===== config.mk =====
export PLATFORM = sky130hd
export DESIGN_NAME = sc16_offset_add
export DESIGN_NICKNAME = d
export VERILOG_FILES = /design/src/rtl/sc16_offset_add.sv
export SDC_FILE = /design/constraint.sdc
export NUM_CORES = 1
export LEC_CHECK = 0
export CORE_ASPECT_RATIO = 1.5
export CORE_MARGIN = 2
export CORE_UTILIZATION = 56
export CTS_BUF_LIST = sky130_fd_sc_hd__clkbuf_16
export DETAILED_ROUTE_END_ITERATION = 10
export DONT_BUFFER_PORTS = 1
export GPL_ROUTABILITY_DRIVEN = 0
export GPL_TIMING_DRIVEN = 0
export PLACE_DENSITY = 0.71
export SETUP_SLACK_MARGIN = 0.02
export SLEW_MARGIN = 20
export SYNTH_ARGS = -nofsm -noshare
export SYNTH_HDL_FRONTEND = slang
export SYNTH_SLANG_ARGS = --single-unit
export TNS_END_PERCENT = 1

===== constraint.sdc =====
create_clock -name ce_clk -period 5.5 [get_ports ce_clk]
set_clock_uncertainty 0.2 [all_clocks]
set_input_delay 1.1 -clock ce_clk [delete_from_list [all_inputs] [get_ports ce_clk]]
set_output_delay 1.1 -clock ce_clk [all_outputs]
set_load 0.05 [all_outputs]

===== src/rtl/sc16_offset_add.sv =====
// -----------------------------------------------------------------------------
// sc16_offset_add
//
// Adds a programmable signed DC offset to each component of an sc16 sample
// stream, with optional saturation. There is one register stage between the
// input and output AXI-Stream ports. Settings writes go to a pending copy.
// The pending copy reaches the datapath only on a packet boundary, so every
// sample in a packet sees the same offset.
//
// Ports
//   ce_clk, ce_rst_n   clock and synchronous active-low reset
//   set_stb/addr/data  settings bus:
//                        SR_BASE   = {off_i, off_q}
//                        SR_BASE+1 = {.., clear_counters, saturate, enable}
//   rb_addr, rb_data   registered readback port:
//                        RB_ADDR_BASE + 0/1/2 = offset / status / counters
//   i_t*               input stream, I in [31:16], Q in [15:0]
//   o_t*               output stream, same format
// -----------------------------------------------------------------------------
module sc16_offset_add #(
    parameter logic [7:0] SR_BASE      = 8'd128,
    parameter logic [7:0] RB_ADDR_BASE = 8'd0
) (
    input  logic        ce_clk,
    input  logic        ce_rst_n,
    input  logic        set_stb,
    input  logic [7:0]  set_addr,
    input  logic [31:0] set_data,
    input  logic [7:0]  rb_addr,
    output logic [63:0] rb_data,
    input  logic [31:0] i_tdata,
    input  logic        i_tlast,
    input  logic        i_tvalid,
    output logic        i_tready,
    output logic [31:0] o_tdata,
    output logic        o_tlast,
    output logic        o_tvalid,
    input  logic        o_tready
);

    localparam logic [7:0] SR_OFFSET = SR_BASE;
    localparam logic [7:0] SR_CTRL   = SR_BASE + 8'd1;
    localparam logic [7:0] RB_OFFSET = RB_ADDR_BASE;
    localparam logic [7:0] RB_STATUS = RB_ADDR_BASE + 8'd1;
    localparam logic [7:0] RB_COUNT  = RB_ADDR_BASE + 8'd2;

    logic [31:0] pend_off_reg, act_off_reg;
    logic        pend_en_reg, pend_sat_reg;
    logic        act_en_reg, act_sat_reg;
    logic        in_packet_reg;
    logic [31:0] sample_count_reg, packet_count_reg;

    logic        wr_offset, wr_ctrl, clr_counters;
    logic        in_hs, out_hs;
    logic [31:0] eff_off;
    logic        eff_en, eff_sat;
    logic [15:0] comp_next [2];
    logic [31:0] o_tdata_next;
    logic [63:0] rb_data_next;

    assign wr_offset    = set_stb && (set_addr == SR_OFFSET);
    assign wr_ctrl      = set_stb && (set_addr == SR_CTRL);
    assign clr_counters = wr_ctrl && set_data[2];

    // Ready is held low during reset so nothing can be accepted while the
    // stage is being flushed.
    assign i_tready = ce_rst_n & (~o_tvalid | o_tready);
    assign in_hs    = i_tvalid & i_tready;
    assign out_hs   = o_tvalid & o_tready;

    // Between packets, the active copy follows the pending copy one cycle
    // late. A packet-opening sample therefore uses the pending values
    // directly. This way the first sample after a boundary already sees
    // the latest write, and the active copy latches the same values on
    // that handshake.
    assign eff_off = in_packet_reg ? act_off_reg : pend_off_reg;
    assign eff_en  = in_packet_reg ? act_en_reg  : pend_en_reg;
    assign eff_sat = in_packet_reg ? act_sat_reg : pend_sat_reg;

    // gi = 1 is the I component [31:16], gi = 0 is the Q component [15:0].
    for (genvar gi = 0; gi < 2; gi++) begin : g_comp
        logic [15:0] smp, off;
        logic [16:0] sum;
        logic        ovf;

        assign smp = i_tdata[16*gi +: 16];
        assign off = eff_off[16*gi +: 16];
        assign sum = {smp[15], smp} + {off[15], off};
        // The 17-bit sum leaves the 16-bit range exactly when its top two
        // bits differ. Bit 16 then gives the direction of the overflow.
        assign ovf = sum[16] ^ sum[15];
        assign comp_next[gi] = !eff_en          ? smp :
                               (eff_sat && ovf) ? (sum[16] ? 16'h8000 : 16'h7FFF) :
                                                  sum[15:0];
    end

    assign o_tdata_next = {comp_next[1], comp_next[0]};

    always_comb begin
        rb_data_next = 64'h0BADC0DE0BADC0DE;
        case (rb_addr)
            RB_OFFSET: rb_data_next = {32'd0, act_off_reg};
            RB_STATUS: rb_data_next = {61'd0, in_packet_reg, act_sat_reg, act_en_reg};
            RB_COUNT:  rb_data_next = {packet_count_reg, sample_count_reg};
            default:   rb_data_next = 64'h0BADC0DE0BADC0DE;
        endcase
    end

    always_ff @(posedge ce_clk) begin
        if (!ce_rst_n) begin
            pend_off_reg     <= 32'd0;
            act_off_reg      <= 32'd0;
            pend_en_reg      <= 1'b0;
            act_en_reg       <= 1'b0;
            pend_sat_reg     <= 1'b1;
            act_sat_reg      <= 1'b1;
            in_packet_reg    <= 1'b0;
            o_tdata          <= 32'd0;
            o_tlast          <= 1'b0;
            o_tvalid         <= 1'b0;
            sample_count_reg <= 32'd0;
            packet_count_reg <= 32'd0;
            rb_data          <= 64'd0;
        end else begin
            if (wr_offset) begin
                pend_off_reg <= set_data;
            end
            if (wr_ctrl) begin
                pend_en_reg  <= set_data[0];
                pend_sat_reg <= set_data[1];
            end

            // Outside a packet, keep the active copy equal to the pending
            // copy. During a packet it stays frozen.
            if (!in_packet_reg) begin
                act_off_reg <= pend_off_reg;
                act_en_reg  <= pend_en_reg;
                act_sat_reg <= pend_sat_reg;
            end

            if (in_hs) begin
                in_packet_reg <= ~i_tlast;
                o_tdata       <= o_tdata_next;
                o_tlast       <= i_tlast;
                o_tvalid      <= 1'b1;
            end else if (out_hs) begin
                o_tvalid <= 1'b0;
            end

            // A clear takes priority over a handshake in the same cycle.
            if (clr_counters) begin
                sample_count_reg <= 32'd0;
                packet_count_reg <= 32'd0;
            end else if (out_hs) begin
                sample_count_reg <= sample_count_reg + 32'd1;
                if (o_tlast) begin
                    packet_count_reg <= packet_count_reg + 32'd1;
                end
            end

            rb_data <= rb_data_next;
        end
    end

endmodule


==> out/metrics.csv <==
stage,metric,value,unit
power,p_leak,4.58,nW
yosys,synth_seq_area_share,43.1,%
routing,viasPerCell,5.75,
layout,largest_reg_flops,64,
yosys,yosys_warnings,0,
critical_path,regToRegEndpoint,o_tdata[0]$_SDFFE_PN0P_,
status,status,finished clean,
layout,diodes,0,
routing,drt_iter0_drc,432,
placed_design,port_buffers,0,
layout,area_growth,9.84,%
sta,hold_viol,0,
sta,worst_slew_pin_slew,0.894,ns
layout,layout_common_cells,"dfxtp_1 (231), nand2_1 (130), nor2_1 (117)",
critical_path,critPathMaxFanout,10,
hold_path,hp-start,pend_off_reg[16]$_SDFFE_PN0P_,
floorplan,rows,62,
floorplan,dieArea,0.0203,mm2
power,switching_share,25.3,%
layout,fin_util,62.2,%
clock_tree,clock_sinks,231,
floorplan,pin_count,185,
hold_path,min_path_type,flip-flop to flip-flop,
clock_tree,clk_path_buf_depth,3,
clock_tree,root_buffer,clkbuf_16,
yosys,synth_area_per_cell,8.85,um2
clock_tree,cts_tree,built,
yosys,syn_nets,1333,
power,power_frac_seq,51.7,%
floorplan,core,0.0189,mm2
sta,tns,0,ns
global_route,first_global_vias,8641,
global_route,grt_use_total,27.2,%
clock_tree,cts.repair.resized,0,
critical_path,cp-start-kind,flip-flop,
hold_path,hold_path_depth,2,
clock_tree,clk_pin_slew,0.07,ns
global_route,grt_start_max_net_pins,16,
global_route,antenna_found_initial,0,
yosys,synth_edf_count,0,
placed_design,hpwl,21.4,mm
critical_path,crit_type,flip-flop to flip-flop,
sta,finalSetupViolCount,0,
power,p_sw,0.906,mW
global_route,grt_pass1_wl,43.6,mm
routing,drt-wirelength-per-cell,18.3,um
sta,finalMaxSlewViolations,0,
sta,timing.fmax,224,MHz
power,p_comb_share,4.9,%
critical_path,r2r_slack,1.03,ns
routing,ant_nets,0,
routing,drt-total-wl,27.6,mm
placed_design,dp_cells,1467,
job,cap_violations,0,
hold_path,hold_path_end,pend_off_reg[16]$_SDFFE_PN0P_,
clock_tree,hold_buffers,0,
clock_tree,cts_buffers,22,
yosys,synth_cell_types,63,
floorplan,die_x,117,um
routing,vias,8662,
sta,period_needed,4.47,ns
critical_path,r2r_cells,14,
sta,rsz0062_at_grt,false,
critical_path,end_kind,flip-flop,
clock_tree,cts_setup_buffers,0,
yosys,ys_ff_latch,231,
power,power.share.clock,43.3,%
clock_tree,clk_latency,0.51,ns
floorplan,die_h,173,um
layout,fin_nets,1357,
clock_tree,cts-htree-levels,1,
critical_path,crit_slowest_cell,o31ai_1,
power,vdd_drop_max,0.237,mV
layout,regArea,0.00462,mm2
sta,max_slew_margin,40.0,%
layout,multi_input_area,0.00573,mm2
layout,mostFrequentLayoutCell,dfxtp_1,
sta,fin_crit_sh,81.2,%
global_route,overflow,0,
floorplan,initial_core_util,56.6,%
critical_path,crit_chain,"buf_6, clkbuf_1, mux2_2, ha_1, buf_2, nand3_1, nor3_1, nand3_1, o31ai_1, nand2_1, o311ai_2, buf_2, a21oi_1, o21ai_0",
routing,post-route-drc-count,0,
critical_path,required,5.73,ns
layout,top_register,rb_data,
critical_path,slowest_delay,0.64,ns
routing,first_pass_iters,6,
power,power.internal,2.68,mW
power,powerDensity,304,mW/mm2
critical_path,crit_arrival,4.69,ns
yosys,async_flop_share,0,%
layout,drive_gt1_share,7.44,%
yosys,synthFlopType,dfxtp_1,
critical_path,r2r-start,in_packet_reg$_SDFFE_PN0P_,
yosys,synth_cells,1211,
layout,fillers,1729,
layout,layoutNonFillerInstCount,1506,
yosys,syn_area,0.0107,mm2
==> power by group through the flow <==
stage / Combinational (mW) / Clock [mW] / Sequential, mW
2_1_floorplan: 0.133 / 0 / 1.88
3_3_place_gp: 0.173 / 0 / 1.89
3_5_place_dp: 0.176 / 0 / 1.89
4_1_cts: 0.177 / 1.57 / 1.86
5_1_grt: 0.195 / 1.63 / 1.86
6_report: 0.177 / 1.55 / 1.86
==> final cells by class <==
type,count,share of cell area [%]
plain buffers,68,2.47
clock inverters,16,1.35
clock buffers,23,4.89
well taps,256,2.72
inverters,21,0.669
flip-flops and latches,231,39.3
multi-input cells,891,48.6
==> worst max path at each step <==
stage	startpoint	to
after global routing	in_packet_reg$_SDFFE_PN0P_	o_tdata[0]$_SDFFE_PN0P_
after floorplan	i_tdata[16]	o_tdata[23]$_SDFFE_PN0P_
after detailed placement	in_packet_reg$_SDFFE_PN0P_	o_tdata[20]$_SDFFE_PN0P_
final	in_packet_reg$_SDFFE_PN0P_	o_tdata[0]$_SDFFE_PN0P_
after global placement	in_packet_reg$_SDFFE_PN0P_	o_tdata[24]$_SDFFE_PN0P_
after CTS	in_packet_reg$_SDFFE_PN0P_	o_tdata[0]$_SDFFE_PN0P_
==> kinds of logic after synthesis <==
family | after synthesis | synth area share, %
buf+inv | 89 | 3.44
simple gates | 445 | 20.0
xor+xnor | 69 | 5.64
fa+ha+maj | 36 | 4.34
mux | 57 | 5.72
compound gates | 284 | 17.7
flops | 231 | 43.1
==> routing by layer <==
layer | global-route usage [%] | share of wire, % | up-vias
met1 | 29.9 | 38 | 4071
met2 | 49.3 | 51 | 259
met5 | 0 | 0 | -
met3 | 5.91 | 6.3 | 67
li1 | - | - | 4265
met4 | 11.4 | 4.3 | 0
==> worst max-delay path, delay by kind of cell, from the launching register on <==
kind                       cells  cell delay, ns
buffers and inverters          4            1.24
AOI/OAI and AO/OA              4            1.09
and+or+nand+nor                4            0.76
muxes                          1            0.45
DFF                            1            0.35
adders and majority gates      1            0.27
==> cells in the mapped netlist (all sizes together), types with 21 or more instances <==
library cell | count | area, um2
a21boi | 56 | 420
a21oi | 48 | 240
and2 | 42 | 263
and3 | 39 | 244
clkbuf | 57 | 214
dfxtp | 231 | 4620
ha | 34 | 425
inv | 21 | 78.8
mux2 | 34 | 383
mux2i | 23 | 230
nand2 | 130 | 488
nand3 | 35 | 180
nor2 | 117 | 439
o21ai | 76 | 380
xnor2 | 27 | 236
xor2 | 42 | 368
==> through the flow <==
| step | cell area, um2 | total power [mW] | worst slack [ns] | hold WS, ns |
|---|---|---|---|---|
| after detailed placement | 11000 | 2.07 | 1.09 | 0.255 |
| after floorplan | 10700 | 2.02 | 1.65 | 0.241 |
| final | 11800 | 3.59 | 1.03 | 0.264 |
| after global placement | 11000 | 2.07 | 1.09 | 0.249 |
| after global routing | 11800 | 3.69 | 0.720 | 0.282 |
| after CTS | 11800 | 3.60 | 1.04 | 0.264 |
Power figures use the tool's default switching activity.
